===== src/rtl/instr_sequencer_pkg.sv =====
// Shared CPU constants: sequencer states, halt encoding, opcode and ALU-op fields.
package instr_sequencer_pkg;

   typedef enum logic [2:0] {
      S_IDLE   = 3'd0,
      S_FETCH  = 3'd1,
      S_DECODE = 3'd2,
      S_EXEC   = 3'd3,
      S_WB     = 3'd4,
      S_HALT   = 3'd5
   } seq_state_e;

   localparam logic [15:0] HALT_INSTR_DEF = 16'hFFFF;

   // Opcode lives in the top nibble of the instruction word.
   typedef enum logic [3:0] {
      OP_ADD  = 4'h0,
      OP_SUB  = 4'h1,
      OP_AND  = 4'h2,
      OP_OR   = 4'h3,
      OP_MOV  = 4'h4,
      OP_SHOW = 4'h5
   } opcode_e;

   typedef enum logic [1:0] {
      ALU_ADD = 2'd0,
      ALU_SUB = 2'd1,
      ALU_AND = 2'd2,
      ALU_OR  = 2'd3
   } alu_op_e;

endpackage


===== src/rtl/instr_sequencer.sv =====
// Instruction sequencer: IDLE/FETCH/DECODE/EXEC/WB/HALT control FSM owning PC and IR.
// Strobes decode from registered state; decoder flags gate them during EXEC/WB.
module instr_sequencer
   import instr_sequencer_pkg::*;
#(
   parameter int          PC_W       = 8,
   parameter logic [15:0] HALT_INSTR = HALT_INSTR_DEF
) (
   input  logic            i_CLK,
   input  logic            i_RSTn,
   input  logic            i_Run,
   input  logic            i_StepMode,
   input  logic            i_Step,
   output logic            o_FetchReq,
   output logic [PC_W-1:0] o_PC,
   input  logic            i_FetchAck,
   input  logic [15:0]     i_Instr,
   output logic [15:0]     o_IR,
   input  logic            i_WriteBack,
   input  logic            i_ShowR1,
   output logic            o_ExecEn,
   output logic            o_RegWrEn,
   output logic            o_ShowEn,
   output logic            o_Halted
);

   seq_state_e      state_q;
   logic [PC_W-1:0] pc_q;
   logic [15:0]     ir_q;

   always_ff @(posedge i_CLK or negedge i_RSTn) begin
      if (!i_RSTn) begin
         state_q <= S_IDLE;
         pc_q    <= '0;
         ir_q    <= '0;
      end else begin
         case (state_q)
            S_IDLE:
               if (i_Run && (!i_StepMode || i_Step)) state_q <= S_FETCH;
            S_FETCH:
               if (i_FetchAck) begin
                  ir_q    <= i_Instr;
                  state_q <= S_DECODE;
               end
            S_DECODE:
               state_q <= (ir_q == HALT_INSTR) ? S_HALT : S_EXEC;
            S_EXEC:
               state_q <= S_WB;
            S_WB: begin
               // PC wraps naturally at 2^PC_W.
               pc_q    <= pc_q + PC_W'(1);
               state_q <= (i_Run && !i_StepMode) ? S_FETCH : S_IDLE;
            end
            S_HALT:
               state_q <= S_HALT;
            default:
               state_q <= S_IDLE;
         endcase
      end
   end

   assign o_PC       = pc_q;
   assign o_IR       = ir_q;
   assign o_FetchReq = (state_q == S_FETCH);
   assign o_ExecEn   = (state_q == S_EXEC);
   assign o_ShowEn   = (state_q == S_EXEC) && i_ShowR1;
   assign o_RegWrEn  = (state_q == S_WB) && i_WriteBack;
   assign o_Halted   = (state_q == S_HALT);

endmodule

===== config.mk =====
export PLATFORM = sky130hd
export DESIGN_NAME = instr_sequencer
export DESIGN_NICKNAME = d
export VERILOG_FILES = /design/src/rtl/instr_sequencer_pkg.sv /design/src/rtl/instr_sequencer.sv
export SDC_FILE = /design/constraint.sdc
export NUM_CORES = 1
export LEC_CHECK = 0
export BUFFER_PORTS_ARGS = -buffer_cell sky130_fd_sc_hd__clkbuf_2
export CORE_UTILIZATION = 49
export CTS_BUF_LIST = sky130_fd_sc_hd__clkbuf_8
export DETAILED_ROUTE_END_ITERATION = 8
export PLACE_DENSITY = 0.82
export SLEW_MARGIN = 25
export SYNTH_ARGS = -nofsm -noshare
export SYNTH_HDL_FRONTEND = slang
export SYNTH_SLANG_ARGS = --single-unit

===== constraint.sdc =====
create_clock -name i_CLK -period 2.04 [get_ports i_CLK]
set_clock_uncertainty 0.05 [all_clocks]
set_input_delay 0.102 -clock i_CLK [delete_from_list [all_inputs] [get_ports i_CLK]]
set_output_delay 0.102 -clock i_CLK [all_outputs]
set_load 0.03 [all_outputs]

# ---- Yosys cells after proc, flatten, opt, wreduce, memory -nomap -nowiden
# Cells that the tools add are included.
dict set report word_totals {
  ff_bits 27
  elab_cells 26
  out_inout_bits 29
  in_bits 24
}
dict set report op_classes {
  reduce_logical 9
  eq_ne 8
  addsub 1
  mux 5
}
# operator count
set op_table {}
lappend op_table {{one-hot mux 3 bit (6 select lines)} 1}
lappend op_table {{== test 16 bit, second input constant} 1}
lappend op_table {{two-way mux 3 bit} 3}
lappend op_table {{adder 8 x 1 -> 8 bit, second input constant} 1}
lappend op_table {{== test 3 x 2 -> 1 bit, second input constant} 2}
lappend op_table {{== test 3 bit, second input constant} 2}
lappend op_table {{logical AND 1 bit} 4}
lappend op_table {{AND reduction 2 bit} 2}
lappend op_table {{== test 3 x 1 -> 1 bit, second input constant} 1}
lappend op_table {{zero test 3 bit} 1}
lappend op_table {{!= test 2 x 1 -> 1 bit, second input constant} 1}
lappend op_table {{!= test 2 bit, second input constant} 1}
lappend op_table {{zero test 1 bit} 1}
lappend op_table {{logical OR 1 bit} 1}
lappend op_table {{two-way mux 1 bit} 1}

# ---- Longest topological paths before layout
# Gate-level depths: netlist of the first run.
dict set report logic_depth {
  depth_word 5
  ltp_mapped 5
  depth_no_buf 3
}

# ---- Least setup slack after synthesis of the first run
# OpenSTA, ideal clock, no wires.
dict set report synth_timing {
  path_kind {register -> register}
  from {register state_q[1]}
  to {register ir_q[10] (netlist: o_IR[10])}
  t_arrival_ns 1.352
  setup_time_ns 0.125
  path_stages_with_launch 6
  synth_period_minus_slack_ns 1.527
  path_slack_ns 0.513
  path_cell_list {dfrtp_1 > buf_6 > nor4bb_4 > buf_6 > buf_12 > mux2_4}
}
dict set report synth_via {
  elab_chain_len 2
}
# item line_no
set synth_lines {}
lappend synth_lines {{from (decl)} instr_sequencer.sv:27} ;# seq_state_e state_q;
lappend synth_lines {{from (signal assigned)} instr_sequencer.sv:46} ;# state_q <= (ir_q == HALT_INSTR) ? S_HALT : S_EXEC;
lappend synth_lines {{from (signal assigned)} instr_sequencer.sv:52} ;# state_q <= (i_Run && !i_StepMode) ? S_FETCH : S_IDLE;
lappend synth_lines {{== test 3 x 1 -> 1 bit} instr_sequencer.sv:37} ;# case (state_q)
lappend synth_lines {{AND reduction 2 bit (no line)} --}
lappend synth_lines {{to (signal assigned)} instr_sequencer.sv:42} ;# ir_q <= i_Instr;
lappend synth_lines {{to (decl)} instr_sequencer.sv:29} ;# logic [15:0] ir_q;
# No other way between the ends.
# A chain may end at the register's enable or synchronous reset.

# ---- Final worst setup path of the first run
dict set report layout_timing {
  from {register state_q[2]}
  to {output port o_RegWrEn}
}
dict set report layout_via {
  elab_chain_len 2
}
# item line_no
set layout_lines {}
lappend layout_lines {{== test 3 bit} instr_sequencer.sv:67} ;# assign o_RegWrEn = (state_q == S_WB) && i_WriteBack;
lappend layout_lines {{logical AND 1 bit} instr_sequencer.sv:67}
lappend layout_lines {{to (decl)} instr_sequencer.sv:22} ;# output logic o_RegWrEn,
# No other way between the ends.

==> metrics.cfg, run 1 <==
[cells_and_area]
layout-area-overhead-vs-synth_pct=24.9
drive_gt1_share_pct=53.1
finalNetCount=169
postLayoutCellArea_sq_um=1570
diodes=0

[floorplanning]
core_area_sq_um=2320
start_util_pct=54.1
die_x_um=52.6
ioPinCount=53
dieArea_sq_um=2760
rows=17
fp.dieH_um=52.6

[drt]
wl_per_cell_um=13.5
num_vias=885
drc=0
vias_per_cell=5.18
drt_iter0_drc=13
drtPass1Iterations=4
ant_nets=0
wl_um=2310

[worst_setup_path]
required_ps=1890
path_class=flip-flop to primary output
crit_path_max_fanout=9
r2r-start=state_q[1]
rr_endpoint=o_IR[12]
start_kind=flip-flop
r2r_setup_slack_ps=450
r2r_cells=3
cp-end-kind=primary output
critPathArrivalTime_ps=1630

[synth]
synthDominantCellAreaShare_pct=53.9
ys_seq_area_share_pct=53.9
ys_ff_latch=27
syn_inst=89
syn_area_per_cell_sq_um=14.1
synth.distinct_cells=24
yosysWarnings=0
synth_area_sq_um=1250
syn_nets=114
yosysTopAreaCell=dfrtp_1
yosys-top-cells-area=dfrtp_1 54%, mux2_4 11%, mux2_2 7.2%

[min_path]
hp-class=primary input to flip-flop
hp-start=i_Instr[13]
hold_path_end=o_IR[13]
whs_path_depth=2

[clock_tree]
cts_tree=built
cts_num_sinks=27
root_buffer=clkbuf_8
cts_buffers=3
cts_buffer_depth=2
ctsResizeCount=0
clk_pin_slew_ps=90
clkLatencyLatePin_ps=260
htreeDepth=1

[global_routing]
grt.total_usage_pct=19.1
grt_max_degree=28
overflow=0
grt_pass1_vias=825
antenna_found_initial=0
grt_first_pass_wirelength_um=3750

[sta]
hold_viol_final=0
rsz0062_at_grt=no
slew_violations=0
worst_slew_pin_slew_ps=641
setup_viol=0
layout_worst_path_cycle_share_pct=87.6
fmax_ghz=0.560
slew_headroom_pct=57.3
tns_ps=0
post-route-min-period_ps=1790

[pwr]
power_leakage_nw=0.791
ir_drop_mv=1.14
finalPower_mw=2.59
p_per_area_nw_per_um2=1650

[placement]
dp_hpwl_um=1810
placed_area_sq_um=1510
gp_congestion=0.789
io_buffers=52

[flow_run]
drv_cap=0

[status]
outcome=finished clean

==> final cells by class <==
cell class	count	area, sq um
clock buffers	3	41.3
clock inverters	1	3.75
fillers	180	752
inverters	1	3.75
multi-input cells	56	522
flip-flops and latches	27	676
well taps	28	35.0
repair buffers	55	285
==> cells in the final DEF (no fill, tap or decap) <==
cell,Yosys,routed
xor2_1,2,2
clkbuf_2,0,52
nor2b_1,2,2
o32a_1,1,1
inv_1,1,2
nor4_1,1,1
mux2_4,9,9
and2_1,2,2
a21oi_1,2,2
dfrtp_1,27,27
o21bai_1,1,1
a22o_1,1,1
nor2_1,2,2
nor3b_4,1,1
nand4_1,8,8
mux2_2,8,8
dlygate4sd3_1,0,1
xnor2_1,6,6
nor3b_1,2,2
ha_1,1,1
buf_4,0,2
clkbuf_8,0,3
nand2_1,3,3
and3_1,3,3
nor4bb_4,1,1
==> metal layers <==
metal / vias up / global-route usage [%] / part of all wire, %
met2: 33 / 30.0 / 48
met1: 424 / 26.2 / 46
met4: 0 / 7.89 / 1.4
met3: 4 / 3.19 / 4.7
li1: 424 / - / -
met5: - / 0 / 0
==> how the worst max path moves through the flow <==
| stage | from | to | slack, ps | cells after the start |
|---|---|---|---|---|
| after CTS | state_q[2] | o_RegWrEn | 240 | 3 |
| after global routing | state_q[2] | o_RegWrEn | 140 | 3 |
| after detailed placement | state_q[1] | o_IR[12] | 450 | 3 |
| final | state_q[2] | o_RegWrEn | 250 | 3 |
| after global placement | state_q[1] | o_IR[1] | 500 | 3 |
| after floorplan | state_q[1] | o_IR[10] | 510 | 5 |
==> logic make-up after synthesis <==
group,share of synthesized area (%)
buffers and inverters,4.49
xor gates and xnor gates,5.59
and+or+nand+nor,14.2
DFF,53.9
muxes,18.0
adders and majority gates,0.998
AOI/OAI and AO/OA,2.89
==> cells in the mapped netlist <==
cell type   n
ha_1        1
o21bai_1    1
nor4bb_4    1
buf_12      1
o32a_1      1
nor4_1      1
xnor2_1     6
a21oi_1     2
a22o_1      1
mux2_2      8
nor2b_1     2
and3_1      3
dfrtp_1    27
buf_6       2
nor2_1      2
xor2_1      2
mux2_4      9
nand2_1     3
buf_2       2
nand4_1     8
and2_1      2
nor3b_1     2
nor3b_4     1
inv_1       1
==> worst max-delay path: stages (launching register included) <==
cell	delay (ps)
dfrtp_1	530
nor3b_4	440
and2_1	200
clkbuf_2	200
==> power breakdown <==
group | switching, mW | internal [mW] | total (mW)
clock network | 0.156 | 0.135 | 0.290
logic | 0.747 | 0.533 | 1.28
registers | 0.253 | 0.765 | 1.02
==> state kept, by name (all words and copies together), names as in the netlist <==
signal   count
o_PC         8
o_IR        16
state_q      3
==> per-stage QoR <==
stage | util [%] | setup WS (ps) | hold slack, ps | std cells
final | 67.6 | 254 | 12.0 | 171
after detailed placement | 65.2 | 450 | 103 | 166
after global routing | 67.6 | 141 | 2.16 | 171
after floorplan | - | 513 | -244 | 89
after global placement | 65.2 | 498 | 90.2 | 166
after CTS | 67.6 | 244 | 7.19 | 171
==> what timing repair did <==
item / 4_1_cts / 5_1_grt
setup buffers: 0 / 0
hold buffers: 1 / 0
endpoints found under the hold margin: 27 / 0
(Power assumes the default switching activity.)
==> run 2, diff against run 1 <==
Settings changed: RECOVER_POWER set to 25.
==> run 2 against run 1 <==
  * Critical endpoint unchanged
  * Critical path depth unchanged
  * First-iteration DRC count unchanged
  * Sequential power about the same
  * Critical path type unchanged
  * Worst hold slack about the same
  * Via count unchanged
  * Sequential share of layout area about the same
  * Power about the same
  * Die area unchanged
  * Register-to-register slack about the same
  * Non-clock buffer count unchanged
  * Cell count unchanged
  * Maximum frequency about the same
==> metrics.cfg, run 2 (same netlist as run 1, synthesis figures left out) <==
[global_routing]
grt_max_degree=28  ; unchanged
grt.total_usage_pct=19.1  ; unchanged
overflow=0  ; unchanged
grt_first_pass_wirelength_um=3750  ; unchanged
antenna_found_initial=0  ; unchanged
grt_pass1_vias=825  ; unchanged

[sta]
fmax_ghz=0.560  ; about the same
rsz0062_at_grt=no
worst_slew_pin_slew_ps=1380  ; +742 ps
hold_viol_final=0  ; unchanged
post-route-min-period_ps=1790  ; +0.237 ps
layout_worst_path_cycle_share_pct=87.6  ; about the same
slew_headroom_pct=7.81  ; -49 points
tns_ps=0  ; unchanged
slew_violations=0  ; unchanged
setup_viol=0  ; unchanged
holdWs_ps=12.0  ; +0.000100 ps

[worst_setup_path]
start_kind=flip-flop
cp_cell_sequence=nor3b_4 > and2_1 > clkbuf_2
path_class=flip-flop to primary output
required_ps=1890  ; about the same
cpMaxStageDelayCell=dfrtp_1
crit_path_max_fanout=9  ; unchanged
path_buf_inv=1  ; unchanged
cp-end-kind=primary output
r2r_setup_slack_ps=450  ; about the same
cp_slowest_stage_delay_ps=530  ; about the same
critPathArrivalTime_ps=1630  ; about the same
cp_top_family=simple AND/OR/NAND/NOR gates

[placement]
gp_congestion=0.789  ; unchanged
io_buffers=52  ; unchanged
dp_hpwl_um=1810  ; unchanged
dpl.cell_count=166  ; unchanged

[clock_tree]
cts_buffers=3  ; unchanged
cts_setup_buffers=0  ; unchanged
clkLatencyLatePin_ps=260  ; about the same
clk_pin_slew_ps=90  ; about the same
cts_num_sinks=27  ; unchanged
cts_tree=built
cts_buffer_depth=2  ; unchanged
htreeDepth=1  ; unchanged
cts_hold_buffers=1  ; unchanged
root_buffer=clkbuf_8
ctsResizeCount=0  ; unchanged

[drt]
ant_nets=0  ; unchanged
vias_per_cell=5.18  ; unchanged
drtPass1Iterations=4  ; unchanged
drt_iter0_drc=13  ; unchanged
num_vias=885  ; unchanged
drc=0  ; unchanged
wl_per_cell_um=13.5  ; about the same
wl_um=2310  ; about the same

[status]
outcome=finished clean

[floorplanning]
die_x_um=52.6  ; unchanged
ioPinCount=53  ; unchanged
core_area_sq_um=2320  ; unchanged
rows=17  ; unchanged
dieArea_sq_um=2760  ; unchanged
start_util_pct=54.1  ; unchanged
fp.dieH_um=52.6  ; unchanged

[pwr]
finalPower_mw=2.59  ; about the same
ir_drop_mv=1.14  ; about the same
power_leakage_nw=0.788  ; -0.38%
p_per_area_nw_per_um2=1650  ; about the same

[min_path]
hp-class=primary input to flip-flop

[cells_and_area]
fillers=179  ; -0.56%
area.sequential_sq_um=676  ; unchanged
most-common-layout-cells=51 x clkbuf_2, 27 x dfrtp_1, 9 x mux2_4
final_common_cell=clkbuf_2
layout-area-overhead-vs-synth_pct=24.9  ; about the same
drive_gt1_share_pct=52.4  ; -0.70 points
multi_input_comb_area_sq_um=522  ; unchanged
fin_cells=171  ; unchanged
final_core_util_pct=67.5  ; about the same
largest_register_ffs=16  ; unchanged
finalNetCount=169  ; unchanged
diodes=0  ; unchanged

[flow_run]
drv_cap=0  ; unchanged

-- run 2: cell count changes in the layout (fill, tap and decap cells not counted) --
cell | before | now
clkbuf_1 | 0 | 1
clkbuf_2 | 52 | 51
-- run 2: where the power goes --
part / total [mW] / switching [mW] / internal [mW]
sequential: 1.02 / 0.253 / 0.765
combinational: 1.28 / 0.747 / 0.533
clock: 0.289 / 0.155 / 0.135
-- run 2: final cells by class --
| cell class | instances | area share (%) |
|---|---|---|
| clock buffers | 3 | 2.64 |
| well taps | 28 | 2.24 |
| inverters | 1 | 0.240 |
| repair buffers | 55 | 18.1 |
| flip-flops and latches | 27 | 43.2 |
| clock inverters | 1 | 0.240 |
| multi-input cells | 56 | 33.3 |
-- run 2: stage by stage --
stage	instance area (sq um)	setup WS (ps)
6_report	1570	253
5_1_grt	1570	141
4_1_cts	1570	244
3_5_place_dp	1510	450
3_3_place_gp	1510	498
2_1_floorplan	1250	513
-- run 2: metal layers --
layer | vias to the layer above | GRT usage, % | wire [um]
li1 | 424 | - | -
met1 | 424 | 26.2 | 1070
met2 | 33 | 30.0 | 1100
met3 | 4 | 3.19 | 108
met4 | 0 | 7.89 | 32
met5 | - | 0 | 0
-- run 2: final timing paths --
kind                             start   endpoint  cells past startpoint
max reg2reg                 state_q[1]   o_IR[12]                      3
min in group asynchronous       i_RSTn   o_IR[14]                      2
min                        i_Instr[13]   o_IR[13]                      2
max                         state_q[2]  o_RegWrEn                      3
max in group asynchronous       i_RSTn    o_PC[1]                      2
min reg2reg                    o_PC[7]    o_PC[7]                      1
==> run 3, diff against run 2 <==
Settings changed: ABC_AREA set to 1, CORE_UTILIZATION 49 to 50.
==> run 3 against run 2 <==
  * Sequential share of layout area fell by 2.9 points
  * Core utilization fell by 0.94 points
  * Clock-buffer cell count did not move
  * Worst setup slack improved by 270 ps
  * Power rose by 2.0%
  * Critical endpoint is now o_FetchReq
  * Area after synthesis rose by 7.7%
==> metrics.cfg, run 3 <==
[cells_and_area]
most-common-layout-cells=51 x clkbuf_2, 43 x nand2_1, 27 x dfrtp_1
fillers=224  ; +25%
area.sequential_sq_um=676  ; unchanged
multi_input_comb_area_sq_um=581  ; +11%
final_common_cell=clkbuf_2
drive_gt1_share_pct=37.0  ; -15 points
postLayoutCellArea_sq_um=1680  ; +7.3%
largest_register_ffs=16  ; unchanged
diodes=0  ; unchanged
layout-area-overhead-vs-synth_pct=24.4
finalNetCount=234  ; +38%

[clock_tree]
root_buffer=clkbuf_8
cts_tree=built
htreeDepth=1  ; unchanged
clkLatencyLatePin_ps=270  ; about the same
cts_buffer_depth=2  ; unchanged
clk_pin_slew_ps=90  ; about the same
cts_num_sinks=27  ; unchanged
cts_buffers=3  ; unchanged
cts_hold_buffers=2  ; +1
ctsResizeCount=0  ; unchanged
cts_setup_buffers=0  ; unchanged

[worst_setup_path]
cp-end-kind=primary output
r2r_cells=6  ; +3
r2r_setup_slack_ps=690  ; +240 ps
path_class=flip-flop to primary output
cp_cell_sequence=nor2_2 > nand2_4 > inv_8 > clkbuf_2
cp_slowest_stage_delay_ps=440  ; -90 ps
start_kind=flip-flop
rr_endpoint=o_PC[7]
r2r-start=state_q[1]
cpMaxStageDelayCell=dfrtp_1
required_ps=1890  ; about the same
crit_path_max_fanout=18  ; +9
critPathArrivalTime_ps=1360  ; -270 ps

[placement]
io_buffers=52  ; unchanged
gp_congestion=0.835  ; +5.8%
dp_hpwl_um=2200  ; +21%
placed_area_sq_um=1610  ; +6.8%

[sta]
setup_viol=0  ; unchanged
rsz0062_at_grt=no
layout_worst_path_cycle_share_pct=74.4  ; -13 points
worst_slew_pin_slew_ps=665  ; -718 ps
holdWs_ps=3.88  ; -8.13 ps
post-route-min-period_ps=1520  ; -270 ps
slew_headroom_pct=55.7  ; +48 points
hold_viol_final=0  ; unchanged
slew_violations=0  ; unchanged
fmax_ghz=0.659  ; +18%
tns_ps=0  ; unchanged

[status]
outcome=finished clean

[synth]
synthTopCellsByCount=43 x nand2_1, 27 x dfrtp_1, 22 x nand3_1
synth_edf_count=0  ; unchanged
ys_ff_latch=27  ; unchanged
syn_inst=154  ; +73%
async_flop_share_pct=100  ; unchanged
yosysTopAreaCell=dfrtp_1
yosysWarnings=0  ; unchanged
syn_area_per_cell_sq_um=8.77  ; -38%
synthDominantCellAreaShare_pct=50.0  ; -3.8 points
synth_area_sq_um=1350  ; +7.7%
yosys-top-cells-area=dfrtp_1 50%, nand2_1 12%, nand3_1 8.2%
synth_most_common_cell=nand2_1
ys_seq_area_share_pct=50.0  ; -3.8 points
synth.distinct_cells=25  ; +4.2%
synth_top_flop_cell=dfrtp_1
syn_nets=179  ; +57%

[global_routing]
antenna_found_initial=0  ; unchanged
overflow=0  ; unchanged
grt_pass1_vias=1134  ; +37%
grt_first_pass_wirelength_um=4710  ; +26%
grt_max_degree=28  ; unchanged
grt.total_usage_pct=22.3  ; +3.2 points

[floorplanning]
die_x_um=54.0  ; +2.6%
ioPinCount=53  ; unchanged
start_util_pct=53.5  ; -0.55 points
dieArea_sq_um=2910  ; +5.3%
rows=18  ; +1
fp.dieH_um=54.0  ; +2.6%
core_area_sq_um=2520  ; +8.8%

[min_path]
hp-class=primary input to flip-flop
whs_path_depth=3  ; +1
hp-start=i_Instr[8]
hold_path_end=o_IR[8]

[drt]
drtPass1Iterations=4  ; unchanged
wl_um=2910  ; +26%
wl_per_cell_um=12.2  ; -9.3%
vias_per_cell=5.03  ; -2.7%
drc=0  ; unchanged
num_vias=1198  ; +35%
ant_nets=0  ; unchanged
drt_iter0_drc=11  ; -2

[pwr]
ir_drop_mv=1.07  ; -6.1%
power_leakage_nw=0.947  ; +20%
p_per_area_nw_per_um2=1570  ; -4.9%

[flow_run]
drv_cap=0  ; unchanged

run 3: cell types whose count changed after synthesis, moves of 7 or more:
cell     change
inv_1       +11
mux2_2       -7
mux2_4       -9
nand2_1     +40
nand2_2     +10
nand3_1     +22
nand4_1      -8
nor2_1       +9
run 3: cell families (layout without fill, tap and decap cells):
logic type | count (synthesis) | in the layout | synth area share (%)
AOI/OAI and AO/OA | 7 | 7 | 2.97
xor gates and xnor gates | 5 | 5 | 3.24
adders and majority gates | 1 | 1 | 0.927
buffers and inverters | 18 | 72 | 6.95
DFF | 27 | 27 | 50.0
muxes | 1 | 1 | 0.834
and+or+nand+nor | 95 | 95 | 35.0
run 3: per-layer routing:
layer	vias to the layer above	global-route usage (%)	part of all wire [%]	wire, um
met2	33	40.5	51	1500
li1	591	-	-	-
met4	0	6.58	1.0	29
met1	570	26.3	44	1270
met5	-	0	0	0
met3	4	3.95	3.8	112
run 3: worst max-delay path by stage:
| stage | startpoint | to | slack [ps] | depth (start not counted) |
|---|---|---|---|---|
| global route | state_q[1] | o_FetchReq | 430 | 4 |
| CTS | state_q[1] | o_FetchReq | 520 | 4 |
| global placement | state_q[1] | o_PC[7] | 800 | 6 |
| finish | state_q[1] | o_FetchReq | 520 | 4 |
| floorplan | o_PC[0] | o_PC[6] | 720 | 6 |
| detailed placement | state_q[1] | o_PC[7] | 720 | 6 |
run 3: power breakdown:
part | total, mW | switching (mW) | internal, mW
logic | 1.37 | 0.965 | 0.403
clock network | 0.302 | 0.165 | 0.137
registers | 0.970 | 0.216 | 0.754
run 3: final cells by class:
cell class	instances	share of cell area [%]
sequential	27	40.2
multi-input combinational	109	34.6
timing repair buffer	54	16.6
inverter	14	3.58
clock buffer	3	2.46
tap	30	2.24
clock inverter	1	0.298
run 3: per-stage QoR:
stage	total power, mW	util, %	instances	setup slack, ps
4_1_cts	2.65	66.6	238	519
5_1_grt	2.82	66.6	238	433
3_5_place_dp	2.35	64.0	232	723
2_1_floorplan	2.00	-	154	715
6_report	2.64	66.6	238	523
3_3_place_gp	2.28	64.0	232	801
run 3: critical path, delay by kind of cell (launching register included):
kind,cells,cell delay [ps]
AND/OR/NAND/NOR,2,290
flip-flops,1,440
buffers and inverters,2,360
